## config.mk

```make
export PLATFORM = sky130hd
export DESIGN_NAME = aes_stream_ctrl
export DESIGN_NICKNAME = d
export VERILOG_FILES = /design/src/rtl/aes_stream_ctrl.sv
export SDC_FILE = /design/constraint.sdc
export NUM_CORES = 1
export LEC_CHECK = 0
export BUFFER_PORTS_ARGS = -buffer_cell sky130_fd_sc_hd__buf_2
export CAP_MARGIN = 20
export CORE_AREA = 2 2 281 283
export DETAILED_ROUTE_END_ITERATION = 7
export DIE_AREA = 0 0 283 285
export GPL_TIMING_DRIVEN = 0
export HOLD_SLACK_MARGIN = 0.12
export PLACE_DENSITY = 0.6
export SLEW_MARGIN = 20
export SYNTH_ARGS = -nofsm -noshare
export SYNTH_HDL_FRONTEND = slang
export SYNTH_SLANG_ARGS = --single-unit
```

## constraint.sdc

```tcl
create_clock -name clk -period 2.3 [get_ports clk]
set_input_delay 0.345 -clock clk [delete_from_list [all_inputs] [get_ports clk]]
set_output_delay 0.345 -clock clk [all_outputs]
set_load 0.02 [all_outputs]
```

## src/rtl/aes_stream_ctrl.sv

```systemverilog
// Word-serial front/back end for the iterative AES-128 core: gathers four input
// words, optionally CBC-chains them, runs one block through the core, drains four words.
module aes_stream_ctrl (
    input  logic         clk,
    input  logic         rst_n,
    input  logic         cfg_we,
    input  logic [127:0] key_in,
    input  logic [127:0] iv_in,
    input  logic         mode_in,
    output logic         cfg_err,
    input  logic         in_valid,
    output logic         in_ready,
    input  logic [31:0]  in_data,
    output logic         out_valid,
    input  logic         out_ready,
    output logic [31:0]  out_data,
    output logic         busy,
    output logic         core_ld,
    output logic [127:0] core_key,
    output logic [127:0] core_text_in,
    input  logic         core_done,
    input  logic [127:0] core_text_out
);

    typedef enum logic [1:0] {
        S_FILL  = 2'd0,
        S_LOAD  = 2'd1,
        S_WAIT  = 2'd2,
        S_DRAIN = 2'd3
    } state_t;

    state_t       r_state;
    state_t       w_next;
    logic [1:0]   r_wcnt;
    logic [1:0]   r_ocnt;
    logic [127:0] r_blk;
    logic [127:0] r_chain;
    logic [127:0] r_obuf;
    logic [127:0] r_key;
    logic         r_mode;
    logic         r_cfg_err;

    logic         w_in_fire;
    logic         w_out_fire;
    logic         w_cfg_ok;

    // Configuration is only safe between blocks, before any word of the next block.
    assign w_cfg_ok   = cfg_we && (r_state == S_FILL) && (r_wcnt == 2'd0);

    assign in_ready   = (r_state == S_FILL) && !cfg_we;
    assign out_valid  = (r_state == S_DRAIN);
    assign w_in_fire  = in_valid && in_ready;
    assign w_out_fire = out_valid && out_ready;

    assign out_data     = r_obuf[127:96];
    assign busy         = (r_state != S_FILL);
    assign core_ld      = (r_state == S_LOAD);
    assign core_key     = r_key;
    assign core_text_in = r_mode ? (r_blk ^ r_chain) : r_blk;
    assign cfg_err      = r_cfg_err;

    always_ff @(posedge clk or negedge rst_n) begin
        if (!rst_n) begin
            r_state <= S_FILL;
        end else begin
            r_state <= w_next;
        end
    end

    always_comb begin
        // NOTE: default assigned first so every path drives w_next and no latch is inferred.
        w_next = r_state;
        unique case (r_state)
            S_FILL:  if (w_in_fire && (r_wcnt == 2'd3)) w_next = S_LOAD;
            S_LOAD:  w_next = S_WAIT;
            S_WAIT:  if (core_done) w_next = S_DRAIN;
            S_DRAIN: if (w_out_fire && (r_ocnt == 2'd3)) w_next = S_FILL;
            default: w_next = S_FILL;
        endcase
    end

    always_ff @(posedge clk or negedge rst_n) begin
        if (!rst_n) begin
            r_wcnt    <= 2'd0;
            r_ocnt    <= 2'd0;
            r_blk     <= '0;
            r_chain   <= '0;
            r_obuf    <= '0;
            r_key     <= '0;
            r_mode    <= 1'b0;
            r_cfg_err <= 1'b0;
        end else begin
            // NOTE: non-blocking throughout so every register sees pre-edge values.
            r_cfg_err <= cfg_we && !w_cfg_ok;

            if (w_cfg_ok) begin
                r_key   <= key_in;
                r_chain <= iv_in;
                r_mode  <= mode_in;
            end

            if (w_in_fire) begin
                r_blk  <= {r_blk[95:0], in_data};
                r_wcnt <= r_wcnt + 2'd1;
            end

            // core_done is only trusted from WAIT onward; in LOAD it still shows idle.
            if ((r_state == S_WAIT) && core_done) begin
                r_obuf <= core_text_out;
                if (r_mode) begin
                    r_chain <= core_text_out;
                end
            end

            if (w_out_fire) begin
                r_obuf <= {r_obuf[95:0], 32'h0};
                r_ocnt <= r_ocnt + 2'd1;
            end
        end
    end

endmodule

```

==> metrics, run 1 <==
run status=complete, but fails checks; failing checks=setup timing; Area Growth Syn to Fin=59.8%; min-delay worst type=in -> reg; Setup TNS=-3940 ps; CTS tree=done; total die area=about 81000 µm²; Peak VDD IR=roughly 0.76 mV; Crit. End Element=output port; Synth Flop Type=dfrtp_1; HPWL after detailed placement=81000 µm; initial antenna violation count=9; initial drt markers=approximately 1500; post-route ant nets=0; Die X=around 280 µm; first-pass GRT wire length=158000 µm; top cells by area, synth=dfrtp_1, nand2_1, mux2_4; routability cong.=0.908; core footprint=78000 µm²; Top Ports=about 720; height of the die=285 µm; post-synth top area cell=dfrtp_1; Final Cycle Share=106%; Slew Limit Fails=0; synth cell count leaders=nand2_1, dfrtp_1, xnor2_1; count leader, synth=nand2_1; syn avg cell area=just under 10 µm²; wire length per cell=roughly 23 µm; WP data required=just under 2000 ps; CP Max Fanout=7; Synth top area share=55.2%; post-route setup slack=-139 ps; Initial Util=30.2%; Worst slew margin=a little over a third; vias in the first global route=around 23000; Synth Instances=2406; Bufs on Longest Clock Path=3; Place WS=-968 ps; post-synth design cell area=between 20000 and 25000 µm²; Pwr Density=around 1500 nW/µm²; largest net degree at the start of global routing=slightly above 90; register area share after synthesis=around 55%; critical path launch point type=flip-flop; # DRC=0; RSZ-0062 raised after global routing=true; Worst Setup Path Type=reg -> out; Vias/cell=approximately 4.7; Post-synth EDFFs=0; Async SR Flop Fraction=100%; setup violators final=92; Crit path arrival time=between 2000 and 2500 ps; Filler cells=approximately 7100; routed via count=around 22000; clk_lat worst skew=640 ps; nets@finish=around 4100; Worst Max-Slew Pin Slew=roughly 950 ps; TritonRoute pass-1 iters=5; non-filler instance count after layout=approximately 4700; total of max-cap violations=0; total number of H-tree levels=2; Clock Skews=~19 ps; share of cells above drive strength 1=36.0%; GRT Util Overall=approximately a quarter; syn_nets=around 2800; leakage=a little under 20 nW; Routed WL=~110000 µm; post-synth cell types=26; total number of yosys warnings=0; clock sink count=520; CTS Buf Count=60; Placed Instances=4177; PortBufs=between 700 and 800; total grt overflow=0; post-synthesis register bit count=520; Row Count=roughly 100; final hold violations=0; Max Clk Rate=about 0.4 GHz; clk slew on worst S/H paths=60 ps; root buf cell=clkbuf_16; fin crit period=2440 ps
-- cells by family after synthesis --
logic type | count (synthesis) | share of synthesized area, %
mux | 227 | 11.9
compound gates | 260 | 6.26
fa+ha+maj | 7 | 0.372
flops | 520 | 55.2
simple gates | 1068 | 17.1
xor+xnor | 130 | 4.83
buf+inv | 194 | 4.29
-- path summary, 6_finish.rpt --
check | startpoint | to | slack (ps) | depth (start not counted)
min in group asynchronous | rst_n | core_key[70] | 310 | 3
worst min register to register | core_key[90] | core_key[90] | 470 | 2
worst min-delay path | in_valid | r_state[0] | 230 | 4
worst max-delay path | r_mode | core_text_in[69] | -140 | 6
worst max register to register | r_state[0] | r_chain[107] | 90 | 6
max in group asynchronous | rst_n | core_key[35] | 900 | 3
-- placed cells by master (no fill, tap or decap), types with 2 or more instances in the layout --
cell | synthesis | routed
clkinv_2 | 0 | 7
xnor2_1 | 129 | 25
clkbuf_16 | 0 | 73
buf_4 | 35 | 127
nand2_2 | 0 | 24
nor2_1 | 128 | 128
buf_2 | 54 | 629
nand2_1 | 933 | 835
mux2i_1 | 96 | 96
clkbuf_1 | 77 | 44
clkbuf_2 | 0 | 37
buf_12 | 0 | 10
nand2_8 | 0 | 11
o21ai_0 | 96 | 96
buf_1 | 11 | 4
bufinv_16 | 0 | 5
buf_16 | 0 | 8
a31oi_1 | 128 | 128
clkbuf_8 | 0 | 18
clkinvlp_4 | 0 | 3
nand2_4 | 0 | 63
dlygate4sd3_1 | 0 | 420
dfrtp_1 | 520 | 519
buf_6 | 11 | 54
xnor2_4 | 0 | 11
inv_1 | 6 | 6
and2_1 | 2 | 2
diode_2 | 0 | 9
ha_1 | 7 | 6
mux2_4 | 100 | 100
a21oi_1 | 32 | 32
mux2_2 | 31 | 31
clkbuf_4 | 0 | 10
xnor2_2 | 0 | 93
a21boi_0 | 2 | 2
-- worst max-delay path, stage by stage, from the launching register on --
cell and delay [ps]:
dfrtp_4 570, clkbuf_16 220, clkbuf_16 190, buf_12 140
nand2_4 50, xnor2_2 110, buf_6 150
-- area by class of cell --
cell class / count / area (µm²) / area share, %
diodes: 9 / 22.5 / 0.0598
plain buffers: 187 / 1340 / 3.55
clock buffers: 90 / 1760 / 4.69
clock inverters: 18 / 253 / 0.671
inverters: 6 / 22.5 / 0.0598
multi-input cells: 1692 / 11200 / 29.6
flip-flops and latches: 520 / 13000 / 34.6
well taps: 1050 / 1310 / 3.49
repair buffers: 1158 / 8760 / 23.3
-- per-layer routing --
layer  up-vias  GRT usage, %  share of wire, %
li1      10300             -                 -
met1     11000          36.1                44
met2       905          43.3                47
met3       237          4.02               5.0
met4         4          9.02               3.7
met5         -             0             0.020
-- through the flow --
stage / cell area [µm²] / util (%) / total power [mW] / hold WS, ps
2_1_floorplan: 23600 / - / 30.0 / 49.4
3_3_place_gp: 28500 / 36.5 / 38.5 / 454
3_5_place_dp: 28600 / 36.7 / 38.9 / 179
4_1_cts: 36500 / 46.9 / 53.3 / 179
5_1_grt: 37600 / 48.3 / 58.2 / 220
6_report: 37700 / 48.3 / 55.5 / 227
-- flip-flops by register name (all words and copies together) (netlist names) --
signal,count
cfg_err,1
core_key,128
r_blk,128
r_chain,128
r_mode,1
r_obuf,128
r_ocnt,2
r_state,2
r_wcnt,2
-- what timing repair did --
item | CTS | global route
hold endpoints to repair | 589 | 0
hold buffers | 420 | 0
endpoints found under the setup margin | 394 | 294
setup buffers | 5 | 2
pin swaps | 27 | 45
gates cloned | 6 | 5
gates resized for setup | 379 | 238
-- where the power goes --
group	switching (mW)	internal [mW]	total, mW
sequential	4.40	13.6	18.0
clock	4.12	5.84	9.95
combinational	14.8	12.7	27.5
total	23.3	32.2	55.5
Note: power is estimated with default switching activity, not from simulation.
==> run 2: changes to the inputs <==
--- a/config.mk
+++ b/config.mk
@@ -13,6 +13,7 @@
 export GPL_TIMING_DRIVEN = 0
 export HOLD_SLACK_MARGIN = 0.12
 export PLACE_DENSITY = 0.6
+export SETUP_SLACK_MARGIN = 0.05
 export SLEW_MARGIN = 20
 export SYNTH_ARGS = -nofsm -noshare
 export SYNTH_HDL_FRONTEND = slang
==> metrics, run 2 (synthesized netlist as in run 1, its figures left out) <==
run status=complete, but fails checks; failing checks=setup timing; CP Max Fanout=10; vias in the first global route=~23000; wire length per cell=about 23 µm; post-route ant nets=0; routed via count=22300; register share of total power=between 30% and 40%; initial drt markers=1477; total number of H-tree levels=2; total net switching power=between 20 and 25 mW; final hold violations=0; root buf cell=clkbuf_16; RSZ-0062 raised after global routing=true; core footprint=78000 µm²; Row Count=just over 100; Bufs on Longest Clock Path=3; Max Clk Rate=roughly 0.41 GHz; initial antenna violation count=10; fin util=a little under half; leakage=about 19 nW; Worst slew margin=45.8%; switching share of power=about two fifths; Crit path arrival time=between 2000 and 2500 ps; P_int=~32 mW; GRT Util Overall=26.5%; Worst Setup Path Type=reg -> out; # DRC=0; clock power share=a little under a fifth; Setup TNS=-4930 ps; Initial Util=between 30% and 40%; Crit. End Element=output port; Routed WL=approximately 110000 µm; Pwr Density=~1500 nW/µm²; setup violators final=~100; WHS=226 ps; clk slew on worst S/H paths=around 60 ps; HPWL after detailed placement=~81000 µm; PortBufs=between 700 and 800; min-delay worst type=in -> reg; WP data required=around 2000 ps; Vias/cell=about 4.7; commonest non-fill, non-tap cell in the layout=nand2_1; Area Growth Syn to Fin=57.9%; Final Cycle Share=106%; share of cells above drive strength 1=approximately a third; Slew Limit Fails=0; nets@finish=between 4000 and 5000; Worst Max-Slew Pin Slew=813 ps; routability cong.=between 0.9 and 1; clk_lat worst skew=roughly 640 ps; total of max-cap violations=0; CTS tree=done; Gate power share=49.1%; largest net degree at the start of global routing=between 90 and 100; fin crit period=approximately 2400 ps; clock sink count=between 500 and 600; final instance area=approximately 37000 µm²; critical path launch point type=flip-flop; height of the die=roughly 290 µm; Die X=283 µm; total grt overflow=0; Clock Skews=approximately 17 ps; first-pass GRT wire length=between 150000 and 200000 µm; post-route setup slack=-129 ps; CTS Buf Count=60; Top Ports=about 720; Peak VDD IR=about 0.76 mV; TritonRoute pass-1 iters=7; total die area=roughly 81000 µm²; Placed Area=between 20000 and 30000 µm²; most frequent cells in the layout=nand2_1, buf_2, dfrtp_1, dlygate4sd3_1, buf_4
==> run 2: cell types whose count changed in the layout (fill, tap and decap cells not counted), sizes merged <==
cell and change:
clkbuf -9, buf +6, diode -1
==> run 2: worst paths after layout <==
check / startpoint / end / slack (ps) / cells past startpoint
worst min register to register: core_key[42] / core_key[42] / 470 / 2
worst min-delay path: in_valid / r_state[0] / 230 / 4
max in group asynchronous: rst_n / core_key[35] / 910 / 3
worst max register to register: r_state[0] / r_blk[65] / 180 / 7
min in group asynchronous: rst_n / core_key[70] / 310 / 3
worst max-delay path: r_mode / core_text_in[49] / -130 / 5
==> run 2: final cells by class <==
cell class | count | area, µm²
fill | 7168 | 40800
tap | 1050 | 1310
inverter | 6 | 22.5
antenna | 8 | 20.0
sequential | 520 | 13000
timing repair buffer | 1155 | 8640
clock inverter | 18 | 253
multi-input combinational | 1692 | 10800
clock buffer | 90 | 1760
buffer | 187 | 1350
==> run 2: worst max-delay path: stages (launching register included) <==
cell	delay, ps
dfrtp_2	520
clkbuf_16	280
clkbuf_16	200
nand2_2	70
xnor2_2	190
buf_4	180
==> run 2: power groups by stage <==
stage	registers, mW	logic [mW]	clock network (mW)
floorplan	17.2	12.8	0
global placement	17.1	21.5	0
detailed placement	17.2	21.8	0
CTS	17.5	25.8	10.1
global route	18.3	28.5	10.5
finish	17.8	26.8	9.94
==> run 2: metrics by stage <==
step	power (mW)	cells	worst slack, ps
floorplan	30.0	2406	481
global placement	38.5	4171	-10610
global route	57.3	4723	-209
finish	54.5	4726	-129
detailed placement	38.9	4177	-968
CTS	53.4	4716	-173
==> run 2: per-layer routing <==
metal  GRT usage (%)  routed length, µm
met2            43.4              51500
met3            4.15               5450
met4            9.03               3880
met1            35.8              49200
met5               0                 22
==> run 2: repair_timing <==
action,CTS,global route
pin swaps,27,28
setup buffers,5,1
resized for setup,391,163
hold buffers,420,0
hold endpoints to repair,589,0
setup endpoints to repair,524,372
gates cloned,6,3
